==> src/rtl/wb_sram_slave_pkg.sv <==
// Shared definitions for the Wishbone classic responder in front of a synchronous SRAM.
// Holds the FSM state encoding, the wait-state limit and the window-decode helper.
package wb_sram_slave_pkg;

    typedef enum logic [1:0] {
        WBS_IDLE   = 2'd0,
        WBS_ACCESS = 2'd1,
        WBS_WAIT   = 2'd2,
        WBS_RESP   = 2'd3
    } wbs_state_t;

    localparam int WBS_MAX_WAIT_STATES = 7;

    // The span is 33 bits wide so that a window covering all 4 GiB still compares correctly.
    function automatic logic wbs_in_window(input logic [31:0] offset,
                                           input logic [1:0]  adr_lsb,
                                           input int          addr_width);
        logic [32:0] span;
        span = 33'd4 << addr_width;
        return ({1'b0, offset} < span) && (adr_lsb == 2'b00);
    endfunction

endpackage

==> src/rtl/wb_sram_slave.sv <==
// Wishbone classic responder that maps a BASE_ADDR window onto a single-port synchronous SRAM.
// Each transfer runs IDLE -> ACCESS -> [WAIT] -> RESP, with registered ack/err.
module wb_sram_slave
    import wb_sram_slave_pkg::*;
#(
    parameter logic [31:0] BASE_ADDR   = 32'h8000_0000,
    parameter int          ADDR_WIDTH  = 20,
    parameter int          WAIT_STATES = 0
) (
    input  logic                  clk,
    input  logic                  rst_n,
    input  logic                  wb_cyc_i,
    input  logic                  wb_stb_i,
    input  logic                  wb_we_i,
    input  logic [31:0]           wb_adr_i,
    input  logic [31:0]           wb_dat_i,
    input  logic [3:0]            wb_sel_i,
    output logic [31:0]           wb_dat_o,
    output logic                  wb_ack_o,
    output logic                  wb_err_o,
    output logic                  sram_ce,
    output logic                  sram_we,
    output logic [ADDR_WIDTH-1:0] sram_addr,
    output logic [31:0]           sram_wdata,
    output logic [3:0]            sram_be,
    input  logic [31:0]           sram_rdata
);

    localparam int WAIT_CLAMPED = (WAIT_STATES > WBS_MAX_WAIT_STATES) ? WBS_MAX_WAIT_STATES
                                                                      : WAIT_STATES;
    localparam logic [2:0] WAIT_LOAD = 3'((WAIT_CLAMPED > 0) ? WAIT_CLAMPED - 1 : 0);

    wbs_state_t            state_q, state_d;
    logic [2:0]            cnt_q, cnt_d;
    logic                  we_q, we_d;
    logic                  ack_q, ack_d;
    logic                  err_q, err_d;
    logic [31:0]           rdat_q, rdat_d;
    logic                  sram_ce_q, sram_ce_d;
    logic                  sram_we_q, sram_we_d;
    logic [ADDR_WIDTH-1:0] sram_addr_q, sram_addr_d;
    logic [31:0]           sram_wdata_q, sram_wdata_d;
    logic [3:0]            sram_be_q, sram_be_d;
    logic [31:0]           offset;
    logic                  in_range;

    always_comb begin
        offset       = wb_adr_i - BASE_ADDR;
        in_range     = wbs_in_window(offset, wb_adr_i[1:0], ADDR_WIDTH);
        state_d      = state_q;
        cnt_d        = cnt_q;
        we_d         = we_q;
        ack_d        = 1'b0;
        err_d        = 1'b0;
        rdat_d       = rdat_q;
        sram_ce_d    = 1'b0;
        sram_we_d    = sram_we_q;
        sram_addr_d  = sram_addr_q;
        sram_wdata_d = sram_wdata_q;
        sram_be_d    = sram_be_q;

        case (state_q)
            WBS_IDLE: begin
                if (wb_cyc_i && wb_stb_i) begin
                    we_d = wb_we_i;
                    if (in_range) begin
                        state_d      = WBS_ACCESS;
                        sram_ce_d    = 1'b1;
                        sram_we_d    = wb_we_i;
                        sram_addr_d  = offset[ADDR_WIDTH+1:2];
                        sram_wdata_d = wb_dat_i;
                        sram_be_d    = wb_we_i ? wb_sel_i : 4'b1111;
                    end else begin
                        state_d = WBS_RESP;
                        err_d   = 1'b1;
                    end
                end
            end
            // Dropping cyc abandons the transfer; stb is deliberately not looked at here.
            WBS_ACCESS: begin
                if (!wb_cyc_i) begin
                    state_d = WBS_IDLE;
                end else if (WAIT_CLAMPED == 0) begin
                    state_d = WBS_RESP;
                    ack_d   = 1'b1;
                end else begin
                    state_d = WBS_WAIT;
                    cnt_d   = WAIT_LOAD;
                end
            end
            WBS_WAIT: begin
                if (!wb_cyc_i) begin
                    state_d = WBS_IDLE;
                end else if (cnt_q == 3'd0) begin
                    state_d = WBS_RESP;
                    ack_d   = 1'b1;
                end else begin
                    cnt_d = cnt_q - 3'd1;
                end
            end
            WBS_RESP: begin
                state_d = WBS_IDLE;
                if (ack_q && !we_q) begin
                    rdat_d = sram_rdata;
                end
            end
            default: state_d = WBS_IDLE;
        endcase
    end

    always_ff @(posedge clk or negedge rst_n) begin
        if (!rst_n) begin
            state_q      <= WBS_IDLE;
            cnt_q        <= 3'd0;
            we_q         <= 1'b0;
            ack_q        <= 1'b0;
            err_q        <= 1'b0;
            rdat_q       <= 32'h0;
            sram_ce_q    <= 1'b0;
            sram_we_q    <= 1'b0;
            sram_addr_q  <= '0;
            sram_wdata_q <= 32'h0;
            sram_be_q    <= 4'h0;
        end else begin
            state_q      <= state_d;
            cnt_q        <= cnt_d;
            we_q         <= we_d;
            ack_q        <= ack_d;
            err_q        <= err_d;
            rdat_q       <= rdat_d;
            sram_ce_q    <= sram_ce_d;
            sram_we_q    <= sram_we_d;
            sram_addr_q  <= sram_addr_d;
            sram_wdata_q <= sram_wdata_d;
            sram_be_q    <= sram_be_d;
        end
    end

    // Read data is passed straight through during the ack cycle, then held in rdat_q.
    assign wb_dat_o   = (state_q == WBS_RESP && ack_q && !we_q) ? sram_rdata : rdat_q;
    assign wb_ack_o   = ack_q;
    assign wb_err_o   = err_q;
    assign sram_ce    = sram_ce_q;
    assign sram_we    = sram_we_q;
    assign sram_addr  = sram_addr_q;
    assign sram_wdata = sram_wdata_q;
    assign sram_be    = sram_be_q;

endmodule

==> config.mk <==
export PLATFORM = sky130hd
export DESIGN_NAME = wb_sram_slave
export DESIGN_NICKNAME = d
export VERILOG_FILES = /design/src/rtl/wb_sram_slave_pkg.sv /design/src/rtl/wb_sram_slave.sv
export SDC_FILE = /design/constraint.sdc
export NUM_CORES = 1
export LEC_CHECK = 0
export ABC_AREA = 1
export CAP_MARGIN = 20
export CORE_AREA = 2 2 110 112
export CTS_BUF_LIST = sky130_fd_sc_hd__clkbuf_8
export CTS_CLUSTER_DIAMETER = 60
export DETAILED_ROUTE_END_ITERATION = 7
export DIE_AREA = 0 0 112 114
export PLACE_DENSITY = 0.88
export SLEW_MARGIN = 20
export SYNTH_ARGS = -nofsm -noshare
export SYNTH_HDL_FRONTEND = slang
export SYNTH_SLANG_ARGS = --single-unit
==> constraint.sdc <==
create_clock -name clk -period 1.5 [get_ports clk]
set_input_delay 0.15 -clock clk [delete_from_list [all_inputs] [get_ports clk]]
set_output_delay 0.15 -clock clk [all_outputs]
set_load 0.05 [all_outputs]
# == After elaboration in Yosys (flattened, before gate mapping) ==
# Cells that the tools add are included.
# totals
reg_bits,98
mem_count,0
inputBits,105
ram_bits,0
romBits,0
out_inout_bits,92
latch_bits,0
# classes
reduce_logical,14
muxes,18
n_shift,0
n_eq_ne,5
div,0
addsub,2
n_mul,0
magnitude_cmp,1
n_bitwise,1
# ops
cell,n
$lt 32x23->1 const B,1
$mux 32,1
$sub 32x32->32 const B,1
$mux 2,5
$mux 1,9
$pmux 2 s4,1
$reduce_and 2->1,3
$reduce_and 3->1,2
$logic_and 1x1->1,5
$eq 2x2->1 const B,2
$logic_not 2->1,2
$mux 4,1
$logic_not 3->1,1
$ne 3x3->1 const B,1
$sub 3x1->3 const B,1
$eq 2x1->1 const B,1
$ne 2x2->1 const B,1
$pmux 1 s2,1
$logic_not 1->1,1
$not 1->1,1

# == Longest topological paths before layout ==
# logic_depth
ltp_word,6
ltp_mapped,10

# == Worst setup path before layout ==
# OpenSTA, ideal clock, no wires.
# synth_timing
path_type,register -> output
from,"reg ack_q, in the netlist wb_ack_o"
to,out wb_dat_o[0]
n_path_buf,1
t_arrival_ns,1.489
path_stages_with_launch,4
setup_slack_ns,-0.139
cell_sequence,dfrtp_1 nand3_2 buf_2 mux2_2
# synth_via
elab_chain_len,3
# synth_lines
item,line,text
"start, declared",wb_sram_slave.sv:36,"logic ack_q, ack_d;"
"start signal, assigned",wb_sram_slave.sv:128,ack_q <= ack_d;
$logic_and 1x1->1 (2 in series),wb_sram_slave.sv:140,assign wb_dat_o = (state_q == WBS_RESP && ack_q && !we_q) ? sram_rdata : rdat_q;
$mux 32,wb_sram_slave.sv:140,
"end, declared",wb_sram_slave.sv:18,"output logic [31:0] wb_dat_o,"
# No other way between the ends.

# == Worst setup path after layout ==
# layout_timing
from,reg state_q[1]
to,out wb_dat_o[30]
# layout_via
elab_chain_len,4
# layout_lines
item,line,text
"start, declared",wb_sram_slave.sv:33,"wbs_state_t state_q, state_d;"
"start signal, assigned",wb_sram_slave.sv:125,state_q <= state_d;
$eq 2x2->1,wb_sram_slave.sv:140,
$logic_and 1x1->1 (2 in series),wb_sram_slave.sv:140,
$mux 32,wb_sram_slave.sv:140,
# No other way between the ends.

==> metrics.csv <==
metric;value;unit
gr usage total;20.1;%
CTS tree;built;
H-tree levels;3;
vias in the first global route;4247;
Area contributors post-synth;dfrtp_1, mux2_2, o21ai_2, inv_1, nand2_1;
RSZ-0062 raised after global routing;true;
Clk Tree Root Cell;clkbuf_8;
Critical Path Fanout Max;7;
worst-margin pin slew;0.519;ns
post-synth top area cell;dfrtp_1;
final hold vios;0;
Rows;40;
Die X-Extent;112;um
failing checks;setup timing;
post-route ant nets;0;
drt first-iter violations;217;
clock sinks;98;
post-synthesis cell count;418;
worst endpoint required time;1.35;ns
antenna fix cells;0;
remaining global-route overflow;0;
Hold WS;0.303;ns
DRC;0;
first-pass GRT wire length;20.3;mm
Worst setup EP type;primary output;
placed cells;771;
initial antenna violation count;0;
ys async rst share;100;%
critical path arrival;1.81;ns
Post-Syn Area;4570;um2
CTS Buf Count;9;
Slew Viols, Final;0;
core footprint;11700;um2
Yosys top cell area share;53.7;%
number of synthesized register bits;98;
worst setup margin;-0.465;ns
Hold Crit Class;primary input to register;
First-pass DRT Iterations;4;
WS Path Type;register to primary output;
clk buf depth;2;
layout overhead on the synthesized area;77.7;%
Starting Density;39.0;%
max cap viols;0;
most common cell in the netlist;dfrtp_1;
final-stage net count;787;
Port Buffers;196;
Final min period;1.96;ns
skew final;0.0250;ns
power density cells;1340;nW/um2
Worst-path clk slew;0.12;ns
Max VDD drop;1480;uV
Layout Cells excl Fill;828;
slew margin rel.;65.4;%
Yosys Warn Count;0;
largest net degree at the start of global routing;99;
Max Freq;509;MHz
Cell variety after synth;19;
register area share after synthesis;53.7;%
Synth top cells by count;dfrtp_1, inv_1, nand2_1;
worst skew pair latency;0.38;ns
Top FF cell, synth;dfrtp_1;
Mapped Nets;529;
die footprint;12800;um2
reg2reg setup slack;-0.34;ns
total length of routed wires;13.5;mm
vias per inst;4.69;
GPL Wtd Cong;0.801;
final period utilization;131;%
Filler cells;806;
share of post-route cells with drive strength above 1;50.7;%
Vias;3885;
drt wl/cell;16.3;um
status;finished with violations;
Synth Area per Inst;10.9;um2
critical path launch point type;register;
I/O Pins;197;
EDFF count, synth;0;
Leakage Power;4.19;nW
final setup fails;119;
final total power;10.9;mW
DP HPWL;8.18;mm
die height;114;um
[report_power, final]
part	internal, mW	switching (mW)	total (mW)	leakage, nW
Combinational	2.68	2.87	5.54	2.82
Clock	0.815	1.04	1.86	0.106
Sequential	3.18	0.308	3.49	1.26
[sequential cells by signal, summed over array words and instances, names as in the netlist]
| register | count |
|---|---|
| rdat_q | 32 |
| sram_wdata | 32 |
| sram_addr | 20 |
| sram_be | 4 |
| cnt_q | 3 |
| state_q | 2 |
| sram_ce | 1 |
| sram_we | 1 |
| wb_ack_o | 1 |
| wb_err_o | 1 |
| we_q | 1 |
[per-layer routing]
metal	up-vias	track usage (%)	share of wire, %
met3	19	4.52	5.2
met4	0	7.80	1.9
met1	1895	22.7	38
li1	1839	-	-
met2	132	37.2	54
met5	-	0	0
[placed cells by master (no fill, tap or decap), types with 2 or more instances in the layout]
master	netlist	layout
clkdlybuf4s50_1	0	103
dfrtp_1	98	97
buf_4	0	87
inv_1	75	72
o21ai_2	44	50
mux2_4	0	47
nand2_2	0	39
buf_6	11	37
nand2_1	74	34
mux2_2	64	17
buf_12	0	13
buf_16	0	12
clkbuf_8	0	9
buf_8	0	8
nor2_1	8	7
nand4_1	5	5
clkbuf_16	0	5
ha_1	6	4
nand3_1	5	3
a21oi_1	3	3
inv_6	0	3
inv_4	0	2
nand3_4	0	2
nor2_4	1	2
nand3_2	2	2
xor2_1	2	2
o21ai_0	2	2
[worst paths after layout]
check / end / startpoint / cells after the start
worst max-delay path: wb_dat_o[30] / state_q[1] / 6
worst min register to register: sram_addr[15] / sram_addr[15] / 2
max in group asynchronous: wb_ack_o / rst_n / 3
worst min-delay path: sram_wdata[23] / wb_dat_i[23] / 3
worst max register to register: rdat_q[28] / state_q[0] / 9
min in group asynchronous: sram_addr[16] / rst_n / 3
[worst max-delay path, stage by stage, from the launching register on]
cell and delay (ns):
dfrtp_1 0.40, ha_2 0.20, nand3_4 0.09, buf_12 0.15
buf_12 0.14, mux2_4 0.31, buf_6 0.15
[final cells by class]
class	instances	area, um2	share of cell area, %
Timing Repair Buffer	266	2950	36.3
Inverter	75	287	3.53
Tap cell	147	184	2.26
Sequential cell	98	2450	30.2
Multi-Input combinational cell	226	2040	25.1
Clock inverter	7	91.3	1.12
Clock buffer	9	124	1.53
[kinds of logic after synthesis]
kind of cell    count (synthesis)  share of synthesized area, %
flops                          98                          53.7
simple gates                   96                          8.79
buf+inv                        94                          9.75
mux                            64                          15.8
compound gates                 58                          10.0
fa+ha+maj                       6                          1.64
xor+xnor                        2                         0.383
[timing repair]
action / CTS / global route
pin swaps: 4 / 1
hold endpoints to repair: 98 / 0
hold buffers: 1 / 0
endpoints found under the setup margin: 102 / 125
setup buffers: 14 / 14
gates cloned: 13 / 5
gates resized for setup: 105 / 53
[metrics by stage]
stage	setup TNS, ns	area [um2]	setup WS (ns)	util, %
4_1_cts	-24.66	7830	-0.482	66.9
2_1_floorplan	-0.629	4700	-0.0210	-
5_1_grt	-36.04	8120	-0.528	69.3
3_3_place_gp	-4.68	6740	-0.0969	57.5
6_report	-28.43	8120	-0.465	69.3
3_5_place_dp	-7.75	6740	-0.137	57.5
Power figures use the tool's default switching activity.
==> patch 1, RTL diff (config.mk and constraints unchanged) <==
Register the output `wb_err_o` once more, cleared by the reset; this adds one clock of latency there. The other outputs are not delayed to match.
--- a/src/rtl/wb_sram_slave.sv
+++ b/src/rtl/wb_sram_slave.sv
@@ -140,5 +140,11 @@
     assign wb_dat_o   = (state_q == WBS_RESP && ack_q && !we_q) ? sram_rdata : rdat_q;
     assign wb_ack_o   = ack_q;
-    assign wb_err_o   = err_q;
+    always_ff @(posedge clk or negedge rst_n) begin
+        if (!rst_n) begin
+            wb_err_o <= '0;
+        end else begin
+            wb_err_o <= err_q;
+        end
+    end
     assign sram_ce    = sram_ce_q;
     assign sram_we    = sram_we_q;
Check against the original RTL: not equivalent (a bounded check fails within 4 cycles, from zero or initial values and one cycle with rst_n low).
==> patch 1 against the original RTL <==
- wire length is 3.3% lower
- area after synthesis is 0.55% higher
- sequential cell count is 1 higher
- critical path type unchanged
- setup slack better by 0.060 ns
- the run still ends with negative setup slack left
- largest cell class unchanged
- clock skew is 0.011 ns lower
- critical path depth is 1 lower
- fmax is 3.2% higher
- design area is 2.3% lower
- total power is 0.36% lower
- count of clock-buffer cells in the layout is 1 higher
==> patch 1: results <==
group,metric,value,unit
status,outcome,"finished with violations",
status,violations,"negative setup slack",
placed_design,pre_cts_slack,-0.198,ns
critical_path,crit_path_max_fanout,11,
sta,fin_ws,-0.405,ns
drt,routed_wl,13000,um
placed_design,dpl.hpwl,8500,um
finish,drive_gt1_share,50.3,%
grt,grt_use_met1,22.2,%
sta,finalSetupTns,-22.69,ns
power,total_power,10.8,mW
logic_synthesis,synthMuxAreaShare,15.7,%
grt,grtUsageMet3,4.36,%
finish,layout.comb_gates.multi_input,228,
grt,grt_pass1_wl,20600,um
finish,fillCellCount,801,
power,swShare,38.6,%
power,clockPowerShare,16.0,%
grt,grt_util_met2,38.3,%
finish,design_area,7940,um2
logic_synthesis,synth_compound_area_share,9.96,%
drt,met1_length,4690,um
clock_network,clk_pin_slew,0.10,ns
placed_design,dpl_cell_area,6780,um2
logic_synthesis,synth-xor-area-share,0.381,%
logic_synthesis,ys_seq_elements,99,
power,p_leak,3.98,nW
logic_synthesis,ys_seq_area_share,53.9,%
finish,seqCellArea,2480,um2
sta,fin_skew,0.0138,ns
finish,multiInputGateArea,2150,um2
sta,setup_viol,104,
finish,nNetsFinal,779,
critical_path,cpLargestDelayFamily,"flip-flops",
finish,buffers,255,
placed_design,place_congestion,0.794,
logic_synthesis,synth-adder-area-share,1.63,%
## patch 1: worst register-to-register path: stages (launching register included)
cell	delay, ns
dfrtp_1	0.40
buf_4	0.14
buf_6	0.11
inv_4	0.05
ha_4	0.15
nand3_4	0.09
inv_6	0.11
nand3_4	0.13
buf_12	0.20
buf_8	0.14
nand2_2	0.07
o21ai_2	0.05
## patch 1: worst paths after layout
check                                       start                          to  slack [ns]  cells after the start
setup / recovery           state_q[0]$_DFFE_PN0P_                 wb_dat_o[2]       -0.40                      5
min in group asynchronous                   rst_n   sram_addr[11]$_DFFE_PN0P_        0.36                      3
hold reg to reg                   err_q$_DFF_PN0_          wb_err_o$_DFF_PN0_        0.36                      0
hold / removal                       wb_dat_i[23]  sram_wdata[23]$_DFFE_PN0P_        0.31                      3
setup reg to reg           state_q[0]$_DFFE_PN0P_   sram_wdata[9]$_DFFE_PN0P_       -0.23                     11
max in group asynchronous                   rst_n          wb_ack_o$_DFF_PN0_        0.68                      3
==> patch 2, RTL diff (config.mk and constraints unchanged) <==
Made on the original files. Change the parameter `ADDR_WIDTH` from 20 to 30.
--- a/src/rtl/wb_sram_slave.sv
+++ b/src/rtl/wb_sram_slave.sv
@@ -5,5 +5,5 @@
 #(
     parameter logic [31:0] BASE_ADDR   = 32'h8000_0000,
-    parameter int          ADDR_WIDTH  = 20,
+    parameter int          ADDR_WIDTH  = 30,
     parameter int          WAIT_STATES = 0
 ) (
Ports: changed (resized sram_addr); port bits go from 197 to 207. The function was not compared with the original's and may differ.
==> patch 2 against the original RTL <==
- largest cell class unchanged
- wire length up 25%
- register-to-register slack lost 0.14 ns
- design area up 10%
- setup slack got worse by 0.025 ns
- sequential cell count increased by 10
- die area unchanged
- the flow still finishes with violations (negative setup slack)
- area after synthesis fell by 1.5%
Power is not compared: it rests on default switching activity, and its combinational part moved more than twofold at a synthesized area within 25%.
==> patch 2: results <==
group,metric,value,unit
status,outcome,"finished with violations",
status,violations,"negative setup slack",
power,peakVddDrop,1.67,mV
drt,firstDrtPassIters,4,
grt,track_usage,24.0,%
clock_network,clk_pin_slew,0.10,ns
logic_synthesis,synth_common_cells,"236 x nand2_1, 108 x dfrtp_1, 68 x o21ai_0, 43 x inv_1, 8 x buf_6",
logic_synthesis,yosys_most_used_dff,"dfrtp_1",
logic_synthesis,synthTopCellsByArea,"dfrtp_1 60%, nand2_1 20%, o21ai_0 7.6%",
drt,met2WireLength,9210,um
sta,max_slew_margin,61.2,%
clock_network,insertion_delay,0.38,ns
drt,met1_length,5950,um
logic_synthesis,ys_seq_area_share,60.0,%
critical_path,worstPathArrival,1.84,ns
finish,multiInputGateArea,2270,um2
drt,viasPerCell,4.97,
critical_path,regToRegSetupSlack,-0.48,ns
sta,fin_ws,-0.490,ns
worst_hold_path,hp-class,"in2async",
grt,grt_pass1_wl,24000,um
critical_path,ff2ff_path_depth,14,
grt,antenna_found_initial,1,
critical_path,r2r_end,"sram_wdata[1]$_DFFE_PN0P_",
finish,nNetsFinal,885,
finish,drive_gt1_share,45.5,%
sta,fin_skew,0.0154,ns
placed_design,dpl_cell_area,7260,um2
drt,wl_per_cell,18.2,um
placed_design,portBuffers,206,
logic_synthesis,syn_nets,620,
grt,grt_pass1_vias,4700,
placed_design,place_congestion,0.763,
grt,grt_max_degree,65,
finish,fillCellCount,685,
placed_design,dpl.hpwl,9340,um
critical_path,r2r_start,"state_q[1]$_DFFE_PN0P_",
drt,met3_length,1050,um
sta,setup_viol,106,
clock_network,ctsRootBufferMaster,"clkbuf_8",
logic_synthesis,synth_cell_types,20,
drt,drt_iter0_drc,262,
-- patch 2: what timing repair did --
item                       4_1_cts  5_1_grt
gates resized for setup        112      121
setup buffers                   18       10
pin swaps                        9       33
setup endpoints to repair       99      106
gates cloned                    15        2
hold buffers                     1        0
hold endpoints to repair       108        0
-- patch 2: worst max-delay path, cell delays in order (launching register included) --
cell     delay, ns
dfrtp_1       0.39
ha_2          0.22
nand3_4       0.10
buf_12        0.15
buf_12        0.13
buf_6         0.12
o21ai_4       0.18
buf_12        0.16
-- patch 2: per-layer routing --
layer,GRT usage [%],vias up
li1,-,2101
met1,26.1,2239
met2,44.2,211
met3,6.80,50
met4,9.92,0
met5,0,-
-- patch 2: worst max-delay path by stage --
stage                                start  slack (ns)                        end
floorplan           state_q[0]$_DFFE_PN0P_       -0.06               wb_dat_o[12]
global placement    state_q[0]$_DFFE_PN0P_      -0.006  sram_addr[14]$_DFFE_PN0P_
detailed placement  state_q[0]$_DFFE_PN0P_       -0.06  sram_wdata[5]$_DFFE_PN0P_
CTS                 state_q[1]$_DFFE_PN0P_       -0.43               wb_dat_o[11]
global route        state_q[0]$_DFFE_PN0P_       -0.56                wb_dat_o[4]
finish              state_q[0]$_DFFE_PN0P_       -0.49                wb_dat_o[4]
-- patch 2: logic make-up (layout without fill, tap and decap cells) --
logic type,Yosys count,count (layout),synth area share [%]
AO/OA/AOI/OAI,75,75,8.84
buffers and inverters,68,338,7.62
flip-flops,108,108,60.0
other,0,1,0
adder cells (fa/ha/maj),7,7,1.95
AND/OR/NAND/NOR,248,248,21.2
XOR/XNOR,2,2,0.389
-- patch 2: final cells by class --
cell class | instances | share of cell area [%]
Clock buffer | 9 | 1.39
Sequential cell | 108 | 30.3
Clock inverter | 7 | 0.770
Tap cell | 147 | 2.06
Multi-Input combinational cell | 332 | 25.4
Inverter | 44 | 2.11
Timing Repair Buffer | 278 | 38.0
Antenna cell | 1 | 0.0280
-- patch 2: power by group through the flow --
stage	Clock (mW)	Sequential (mW)	Combinational, mW
finish	1.81	5.03	12.1
global route	1.97	5.14	12.6
CTS	1.83	4.79	11.3
floorplan	0	7.42	3.64
global placement	0	4.71	10.4
detailed placement	0	4.76	10.6
-- patch 2: metrics by stage --
step           TNS (ns)  worst slack (ns)  hold slack (ns)  cells
5_1_grt          -47.79            -0.556            0.282    926
4_1_cts          -26.81            -0.429            0.278    919
3_5_place_dp      -2.65           -0.0590            0.174    869
3_3_place_gp    -0.0713          -0.00559            0.178    869
6_report         -41.74            -0.490            0.287    926
2_1_floorplan    -0.985           -0.0591           -0.146    508
